## src/rtl/lfsr_gen_p.sv

```systemverilog
// Parametrised Fibonacci/Galois LFSR with period-end tick, zero-state lockup guard
// and optional per-period ones/zeros statistics (enable with `define LFSR_STATS_EN).
module lfsr_gen_p #(
  parameter int unsigned      WIDTH = 13,
  parameter logic [WIDTH-1:0] TAPS  = 13'h101B,
  parameter logic [WIDTH-1:0] SEED  = 13'h19C3,
  parameter int unsigned      MODE  = 0
) (
  input  logic             clk,
  input  logic             reset,
  input  logic             en,
  input  logic             load,
  input  logic [WIDTH-1:0] load_val,
  output logic [WIDTH-1:0] lfsr_out,
  output logic             bit_out,
  output logic             max_tick,
  output logic             lockup,
  output logic [WIDTH-1:0] final_ones,
  output logic [WIDTH-1:0] final_zeros
);

  // Step count of the last step in a period (PERIOD - 1 = 2^WIDTH - 2).
  localparam logic [WIDTH-1:0] PERIOD_M1 = {{(WIDTH-1){1'b1}}, 1'b0};

  logic [WIDTH-1:0] lfsr_q, lfsr_d;
  logic [WIDTH-1:0] cnt_q, cnt_d;
  logic             max_tick_q, max_tick_d;
  logic             lockup_q, lockup_d;
  logic [WIDTH-1:0] next_c;
  logic             zero_c, adv_c, wrap_c;

  if (MODE == 0) begin : g_fib
    assign bit_out = ^(lfsr_q & TAPS);
    assign next_c  = {lfsr_q[WIDTH-2:0], bit_out};
  end else begin : g_gal
    assign bit_out = lfsr_q[WIDTH-1];
    assign next_c  = {lfsr_q[WIDTH-2:0], 1'b0} ^ (bit_out ? TAPS : '0);
  end

  assign zero_c = (lfsr_q == '0);
  assign adv_c  = en & ~load & ~zero_c;
  assign wrap_c = adv_c & (cnt_q == PERIOD_M1);

  // Register/step-counter next state: load > lockup recovery > step > hold.
  always_comb begin
    lfsr_d     = lfsr_q;
    cnt_d      = cnt_q;
    max_tick_d = wrap_c;
    lockup_d   = 1'b0;
    if (load) begin
      cnt_d = '0;
      if (load_val == '0) begin
        lfsr_d   = SEED;
        lockup_d = 1'b1;
      end else begin
        lfsr_d = load_val;
      end
    end else if (en) begin
      if (zero_c) begin
        lfsr_d   = SEED;
        lockup_d = 1'b1;
        cnt_d    = '0;
      end else begin
        lfsr_d = next_c;
        cnt_d  = wrap_c ? '0 : cnt_q + WIDTH'(1);
      end
    end
  end

  always_ff @(posedge clk) begin
    if (reset) begin
      lfsr_q     <= SEED;
      cnt_q      <= '0;
      max_tick_q <= 1'b0;
      lockup_q   <= 1'b0;
    end else begin
      lfsr_q     <= lfsr_d;
      cnt_q      <= cnt_d;
      max_tick_q <= max_tick_d;
      lockup_q   <= lockup_d;
    end
  end

  assign lfsr_out = lfsr_q;
  assign max_tick = max_tick_q;
  assign lockup   = lockup_q;

`ifdef LFSR_STATS_EN
  logic [WIDTH-1:0] run_ones_q, run_ones_d;
  logic [WIDTH-1:0] run_zeros_q, run_zeros_d;
  logic [WIDTH-1:0] final_ones_q, final_ones_d;
  logic [WIDTH-1:0] final_zeros_q, final_zeros_d;
  logic [WIDTH-1:0] sum_ones_c, sum_zeros_c;
  logic             clr_c;

  assign clr_c       = load | (en & zero_c);
  assign sum_ones_c  = run_ones_q + WIDTH'(bit_out);
  assign sum_zeros_c = run_zeros_q + WIDTH'(~bit_out);

  // Running counts include the bit consumed by the current step; finals latch at wrap.
  always_comb begin
    run_ones_d    = run_ones_q;
    run_zeros_d   = run_zeros_q;
    final_ones_d  = final_ones_q;
    final_zeros_d = final_zeros_q;
    if (clr_c) begin
      run_ones_d  = '0;
      run_zeros_d = '0;
    end else if (wrap_c) begin
      final_ones_d  = sum_ones_c;
      final_zeros_d = sum_zeros_c;
      run_ones_d    = '0;
      run_zeros_d   = '0;
    end else if (adv_c) begin
      run_ones_d  = sum_ones_c;
      run_zeros_d = sum_zeros_c;
    end
  end

  always_ff @(posedge clk) begin
    if (reset) begin
      run_ones_q    <= '0;
      run_zeros_q   <= '0;
      final_ones_q  <= '0;
      final_zeros_q <= '0;
    end else begin
      run_ones_q    <= run_ones_d;
      run_zeros_q   <= run_zeros_d;
      final_ones_q  <= final_ones_d;
      final_zeros_q <= final_zeros_d;
    end
  end

  assign final_ones  = final_ones_q;
  assign final_zeros = final_zeros_q;
`else
  assign final_ones  = '0;
  assign final_zeros = '0;
`endif

endmodule

```

## config.mk

```make
export PLATFORM = sky130hd
export DESIGN_NAME = lfsr_gen_p
export DESIGN_NICKNAME = d
export VERILOG_FILES = /design/src/rtl/lfsr_gen_p.sv
export SDC_FILE = /design/constraint.sdc
export NUM_CORES = 1
export LEC_CHECK = 0
export BUFFER_PORTS_ARGS = -buffer_cell sky130_fd_sc_hd__buf_4
export CAP_MARGIN = 10
export CORE_ASPECT_RATIO = 1.2
export CORE_MARGIN = 1.5
export CORE_UTILIZATION = 41
export CTS_CLUSTER_DIAMETER = 60
export DETAILED_ROUTE_END_ITERATION = 12
export GPL_ROUTABILITY_DRIVEN = 0
export PLACE_DENSITY_LB_ADDON = 0.08
export REMOVE_ABC_BUFFERS = 1
export SLEW_MARGIN = 40
export SYNTH_ARGS = -nofsm -noshare
export SYNTH_HDL_FRONTEND = slang
export SYNTH_SLANG_ARGS = --single-unit
```

## constraint.sdc

```tcl
create_clock -name clk -period 3.03 [get_ports clk]
set_clock_uncertainty 0.2 [all_clocks]
set_input_delay 0.606 -clock clk [delete_from_list [all_inputs] [get_ports clk]]
set_output_delay 0.606 -clock clk [all_outputs]
set_load 0.05 [all_outputs]
```

==> results of run 1 <==
[per-stage QoR]
| stage | std cells | hold slack, ns |
|---|---|---|
| 4_1_cts | 274 | 0.331 |
| 2_1_floorplan | 184 | 0.286 |
| 3_5_place_dp | 270 | 0.321 |
| 5_1_grt | 274 | 0.348 |
| 6_report | 274 | 0.333 |
| 3_3_place_gp | 270 | 0.288 |
[sequential cells by signal, indices dropped and copies added, names as in the netlist]
name,count
max_tick,1
lockup,1
cnt_q,13
lfsr_out,13
[metal layers]
layer | vias to the layer above | routed length, um
li1 | 660 | -
met1 | 631 | 1320
met2 | 44 | 1830
met3 | 7 | 159
met4 | 0 | 80
met5 | - | 0
[worst register-to-register path: stages, from the launching register on]
cell	delay [ns]
dfxtp_1	0.33
inv_1	0.08
ha_1	0.19
nor4b_4	0.27
nand4_2	0.19
o211a_4	0.31
o211ai_2	0.06
[final cells by class]
class / count / area, sq um / share of cell area (%)
Multi-Input combinational cell: 151 / 971 / 50.8
Sequential cell: 28 / 561 / 29.3
Timing Repair Buffer: 32 / 240 / 12.6
Tap cell: 54 / 67.6 / 3.53
Clock buffer: 4 / 55.1 / 2.88
Inverter: 5 / 18.8 / 0.981
[path summary, 6_finish.rpt]
path / from / endpoint / depth (start not counted)
worst max-delay path: lfsr_out[0] / bit_out / 5
worst min-delay path: lfsr_out[1] / lfsr_out[2] / 2
worst max register to register: lfsr_out[1] / lfsr_out[0] / 6
worst min register to register: lfsr_out[1] / lfsr_out[2] / 2
[cells in the final DEF, fill, tap and decap left out, drive strengths merged]
cell type,Yosys,routed
a211oi,1,1
a21oi,8,8
a31oi,1,1
and2,1,1
and3,4,4
and4,4,4
buf,30,32
clkbuf,2,4
conb,1,26
dfxtp,28,28
ha,3,3
inv,5,5
mux2,4,4
mux2i,12,12
nand2,14,14
nand2b,1,1
nand3,5,5
nand3b,2,2
nand4,8,8
nor2,27,27
nor2b,2,2
nor3,1,1
nor3b,1,1
nor4,6,6
nor4b,1,1
o211a,1,1
o211ai,1,1
o21ai,2,2
o22ai,1,1
or3,1,1
xnor2,6,6
xor2,7,7
[power groups by stage]
stage / Combinational, uW / Clock (uW) / Sequential (uW)
floorplan: 141 / 0 / 449
global placement: 249 / 0 / 410
detailed placement: 252 / 0 / 410
CTS: 252 / 242 / 402
global route: 266 / 251 / 404
finish: 252 / 234 / 401
[logic make-up after synthesis]
logic type / Yosys count / share of synthesized area (%)
simple gates: 78 / 27.2
xor+xnor: 13 / 6.79
fa+ha+maj: 3 / 2.24
compound gates: 15 / 5.97
buf+inv: 37 / 14.3
flops: 28 / 33.4
mux: 16 / 9.84
other cells: 1 / 0.223
==> metrics.md, run 1 <==
| Metric | Value |
|---|---|
| Ys async rst share | 0% |
| Period utilization | 79.6% |
| Detailed-route DRC error count | 0 |
| Power Total | just under 900 uW |
| N_diodes | 0 |
| Root Driver | clkbuf_8 |
| Final ANT Viol Nets | 0 |
| Area contributors post-synth | dfxtp_1, buf_4, mux2i_1 |
| Fin. max-slew vios | 0 |
| Longest Clk Path Bufs | 2 |
| Grt ovf | 0 |
| Startpoint types | flip-flop |
| Routed wire length | between 3000 and 4000 um |
| Internal | 566 uW |
| Worst path cell trace | inv_1, ha_1, xor2_1, xnor2_1, buf_4 |
| Resized cells post-CTS | 0 |
| Top-count cell post-synth | dfxtp_1 |
| Status | completed |
| Vias per cell | around 5 |
| Crit-path slowest cell | dfxtp_1 |
| Share of layout cells above drive strength 1 | 21.8% |
| Clk pin slew, worst setup/hold paths | 0.09 ns |
| Met3 GRT Util | roughly 2.8% |
| NetSw | between 300 and 400 uW |
| Post-cts hold buffer count | 0 |
| # setup viols final | 0 |
| Clock insertion delay at the later pin of the skew report | 0.28 ns |
| Die Y | 73.1 um |
| Final instance area | between 0.0015 and 0.002 sq mm |
| Synth warn | 0 |
| Row cnt | 25 |
| Die W | 61.4 um |
| Hold Crit Class | reg2reg |
| Total negative slack | 0 ns |
| Starting Density | 42.6% |
| Final Util | between 40% and 50% |
| Lkg Pwr | roughly 0.00084 uW |
| DR pass1 iterations | 4 |
| Unique cell type count in the Yosys netlist | 37 |
| CP max stage delay | ~0.36 ns |
| Tmin final | 2.41 ns |
| Pin count of the biggest net entering global routing | 28 |
| Syn Std Cell Area | ~0.0017 sq mm |
| Worst EP arrival | around 1.6 ns |
| Post-CTS Setup Bufs | 0 |
| NumNets Final | 241 |
| Via count | 1342 |
| Worst path bufs/invs | 2 |
| Area after DPL | 0.00186 sq mm |
| Most frequent cells after synthesis | dfxtp_1, nor2_1, buf_4, nand2_1, mux2i_1 |
| Synth top area share | between 30% and 40% |
| Vias in the first global route | 1253 |
| Grt met1 use | 16.7% |
| CTS Sinks | 28 |
| Place WS | 0.934 ns |
| Drt initial violations | 31 |
| Global Route Usage Sum | 16.2% |
| DPL Wire Length | between 2000 and 3000 um |
| H-tree Lvls | 1 |
| PnR worst setup slack | ~0.62 ns |
| Crit Path Category | reg2out |
| Logic pwr share | between 20% and 30% |
| Die Footprint | 0.00449 sq mm |
| CTS tree | yes |
| Synth Register Bits | 28 |
| Sequential area share after synthesis | 33.4% |
| Top FF cell, synth | dfxtp_1 |
| RSZ-0062 raised after global routing | no |
| Core Region | 0.00394 sq mm |
| Seq pwr share | between 40% and 50% |
| Max Cap Violations | 0 |
| Worst reg2reg setup slack | 1.33 ns |
| EDFF count, synth | 0 |
| Grt peak-use layer | met2 |
| First-pass GRT wire length | 5410 um |
| Switching share of power | between 30% and 40% |
| Syn_area_per_cell | 8.78 sq um |
| Worst VDD drop | 177 uV |
| Cell family with most CP delay | flip-flops |
| Worst Path Required | about 2.2 ns |
| Routed len/inst | 12.4 um |
| Clock buffer count from CTS | 3 |
| Cell Pwr Density | 463 mW/mm^2 |
| Number of fill cells | 404 |
| Crit Path Max Fanout | 3 |
| F_max | 0.415 GHz |
| Hold Violations, Final | 0 |
| GRT met2 Usage | 30.7% |
| Io pins | 59 |
| Post-Synthesis Cells | 191 |
| Initial antenna violation count | 0 |
| Cell taking the most area after synthesis | dfxtp_1 |
| CP Capture Type | output pin |
| Clock power frac | 26.3% |
| Syn-to-layout area delta | 14.0% |
| # port buffers | 32 |
Note: power is estimated with default switching activity, not from simulation.
==> run 2: changes to the inputs <==
- ABC_AREA: unset -> 1
- clock period: 3.03 -> 2.2 ns (I/O delays scaled with it)
==> run 2 against run 1 <==
Against the previous run:
- cell count increased by 18%
- non-clock buffer count grew 3
- count of clock-buffer cells in the layout shrank 1
- power grew 33%
- final area grew 0.59%
- global-route usage increased by 1.2 points
- area after synthesis is 0.15% higher
- utilization up 0.29 points
- critical path depth unchanged
- sequential share of layout area barely moved
- critical endpoint unchanged
- largest cell class unchanged
==> metrics.md, run 2 <==
| Metric | Value |
|---|---|
| F_max | between 0.4 and 0.5 GHz |
| Final Hold Slack | 0.211 ns (was 0.333 ns) |
| CTS tree | yes (unchanged) |
| Worst EP arrival | 1.47 ns (was 1.61 ns) |
| DR pass1 iterations | 4 (unchanged) |
| # setup viols final | 0 (unchanged) |
| Routed len/inst | 11.6 um (was 12.4 um) |
| Synth top area share | 33.4% (about the same) |
| DP Cell Count | 316 (was 270) |
| Starting Density | 42.6% (about the same) |
| Period utilization | ~96% |
| H-tree Lvls | 1 (unchanged) |
| Status | completed (unchanged) |
| NetSw | 435 uW (was 321 uW) |
| Most frequent cells after synthesis | nand2_1, nor2_1, dfxtp_1, inv_1, buf_4 (was dfxtp_1, nor2_1, buf_4, nand2_1, mux2i_1) |
| Syn-to-layout area delta | 14.5% (was 14.0%) |
| Cell Pwr Density | 612 mW/mm^2 (was 463 mW/mm^2) |
| Io pins | 59 (unchanged) |
| Power Total | 1180 uW (was 886 uW) |
| Crit-path slowest cell | dfxtp_2 (was dfxtp_1) |
| Final Non-Filler Cells | 322 (was 274) |
| Seq pwr share | 46.6% (was 45.3%) |
| Clock insertion delay at the later pin of the skew report | 0.27 ns (was 0.28 ns) |
| Grt ovf | 0 (unchanged) |
| CP max stage delay | 0.34 ns (was 0.36 ns) |
| Hold Crit Class | in2reg (was reg2reg) |
| Global Route Usage Sum | 17.4% (was 16.2%) |
| Clk pin slew, worst setup/hold paths | 0.09 ns (about the same) |
| Startpoint types | flip-flop (unchanged) |
| Worst path bufs/invs | 2 (unchanged) |
| Routed wire length | 3750 um (was 3390 um) |
| Internal | 742 uW (was 566 uW) |
| Longest Clk Path Bufs | 2 (unchanged) |
| First-pass GRT wire length | 5930 um (was 5410 um) |
| Root Driver | clkbuf_8 (unchanged) |
| Crit Path Category | reg2out (unchanged) |
| Total negative slack | 0 ns (unchanged) |
| Ys async rst share | 0% (unchanged) |
| Hold Violations, Final | 0 (unchanged) |
| Worst path cell trace | inv_2, ha_4, xnor2_2, xor2_1, buf_4 (was inv_1, ha_1, xor2_1, xnor2_1, buf_4) |
| RSZ-0062 raised after global routing | no (unchanged) |
| Die Y | 73.1 um (about the same) |
| NumNets Final | 290 (was 241) |
| Share of layout cells above drive strength 1 | 20.9% (was 21.8%) |
| Lkg Pwr | 0.000850 uW (was 0.000837 uW) |
| Max Cap Violations | 0 (unchanged) |
| Drt initial violations | 88 (was 31) |
| Top FF cell, synth | dfxtp_1 (unchanged) |
| # port buffers | 32 (unchanged) |
| Fin. max-slew vios | 0 (unchanged) |
| Top-count cell post-synth | nand2_1 (was dfxtp_1) |
| Post-cts hold buffer count | 0 (unchanged) |
| Synth warn | 0 (unchanged) |
| Switching share of power | 37.0% (was 36.2%) |
| Pin count of the biggest net entering global routing | 17 (was 28) |
| Clock buffer count from CTS | 3 (unchanged) |
| Crit Path Max Fanout | 2 (was 3) |
| Cell family with most CP delay | flip-flops (unchanged) |
| Worst VDD drop | 288 uV (was 177 uV) |
| Die W | 61.4 um (about the same) |
| Most frequent cells in the layout | nand2_1, buf_4, nor2_1 (was buf_4, dfxtp_1, nor2_1) |
| Syn_area_per_cell | 7.09 sq um (was 8.78 sq um) |
| Synth Register Bits | 28 (unchanged) |
| Most common cell after layout, fill and taps aside | nand2_1 (was buf_4) |
| Clock power frac | 22.9% (was 26.3%) |
| CTS Sinks | 28 (unchanged) |
| Detailed-route DRC error count | 0 (unchanged) |
| Area contributors post-synth | dfxtp_1, buf_4, nand2_1 (was dfxtp_1, buf_4, mux2i_1) |
| EDFF count, synth | 0 (unchanged) |
| Tmin final | 2.11 ns |
| Syn Std Cell Area | 0.00168 sq mm (about the same) |
| Die Footprint | 0.00449 sq mm (about the same) |
| Logic pwr share | 30.5% (was 28.4%) |
| Core Region | 0.00394 sq mm (unchanged) |
| Initial antenna violation count | 0 (unchanged) |
| Post-Synthesis Cells | 237 (was 191) |
| Row cnt | 25 (unchanged) |
| Final ANT Viol Nets | 0 (unchanged) |
| Cell taking the most area after synthesis | dfxtp_1 (unchanged) |
| N_diodes | 0 (unchanged) |
| CP Capture Type | output pin (unchanged) |
| Via count | 1498 (was 1342) |
| Unique cell type count in the Yosys netlist | 27 (was 37) |
| Vias in the first global route | 1384 (was 1253) |
| DPL Wire Length | 2790 um (was 2630 um) |
| Vias per cell | 4.65 (was 4.90) |
| Worst Path Required | 1.56 ns (was 2.22 ns) |
| Sequential area share after synthesis | 33.4% (about the same) |
==> run 2: cells by family after synthesis <==
kind of cell               Yosys count  synth area share, %
AOI/OAI and AO/OA                   28                 9.83
adders and majority gates            3                 2.23
other                                1                0.223
xor gates and xnor gates             9                 4.69
buffers and inverters               61                 21.0
and+or+nand+nor                    107                 28.7
DFF                                 28                 33.4
==> run 2: layout make-up <==
class                           instances  area (sq um)
Tap cell                               54          67.6
Multi-Input combinational cell        173           881
Timing Repair Buffer                   35           263
Sequential cell                        28           563
Clock buffer                            3          41.3
Fill cell                             443          2020
Inverter                               29           109
==> run 2: timing repair <==
| action | in CTS | in global routing |
|---|---|---|
| pin swaps | 3 | 2 |
| buffers inserted | 2 | 1 |
| setup endpoints to repair | 1 | 1 |
| cloned | 0 | 0 |
| gates resized for setup | 4 | 2 |
==> run 2: power by group through the flow <==
stage          registers, uW  logic, uW  clock network, uW
2_1_floorplan            616        189                  0
3_3_place_gp             559        340                  0
3_5_place_dp             559        340                  0
4_1_cts                  547        350                289
5_1_grt                  552        384                306
6_report                 549        359                270
==> run 2: worst paths after layout <==
| check | from | to | slack, ns | cells past startpoint |
|---|---|---|---|---|
| worst max-delay path | lfsr_out[1] | bit_out | 0.09 | 5 |
| worst min-delay path | load_val[11] | lfsr_out[11] | 0.21 | 3 |
| worst min register to register | lfsr_out[9] | lfsr_out[9] | 0.33 | 2 |
| worst max register to register | cnt_q[0] | cnt_q[10] | 0.59 | 9 |
==> run 2: layer usage <==
metal	GRT usage (%)	vias up	wire length (um)
li1	-	757	-
met1	20.8	690	1580
met2	30.9	47	1920
met3	1.60	4	204
met4	7.33	0	44
met5	0	-	0
==> run 2: stage by stage <==
step / cell area, sq um / worst slack (ns) / utilization (%)
finish: 1920 / 0.0924 / 48.8
global route: 1920 / 0.0120 / 48.8
CTS: 1910 / 0.0460 / 48.4
detailed placement: 1840 / 0.269 / 46.6
global placement: 1840 / 0.295 / 46.6
floorplan: 1530 / -0.463 / -
==> run 2: worst reg2reg max path, stage by stage (launching register included) <==
cell,delay (ns)
dfxtp_1,0.35
inv_1,0.07
ha_1,0.15
nand2_1,0.08
nor2_4,0.09
nand4_1,0.08
o21ai_1,0.12
nand2_1,0.07
nand2_2,0.22
nor2_1,0.07
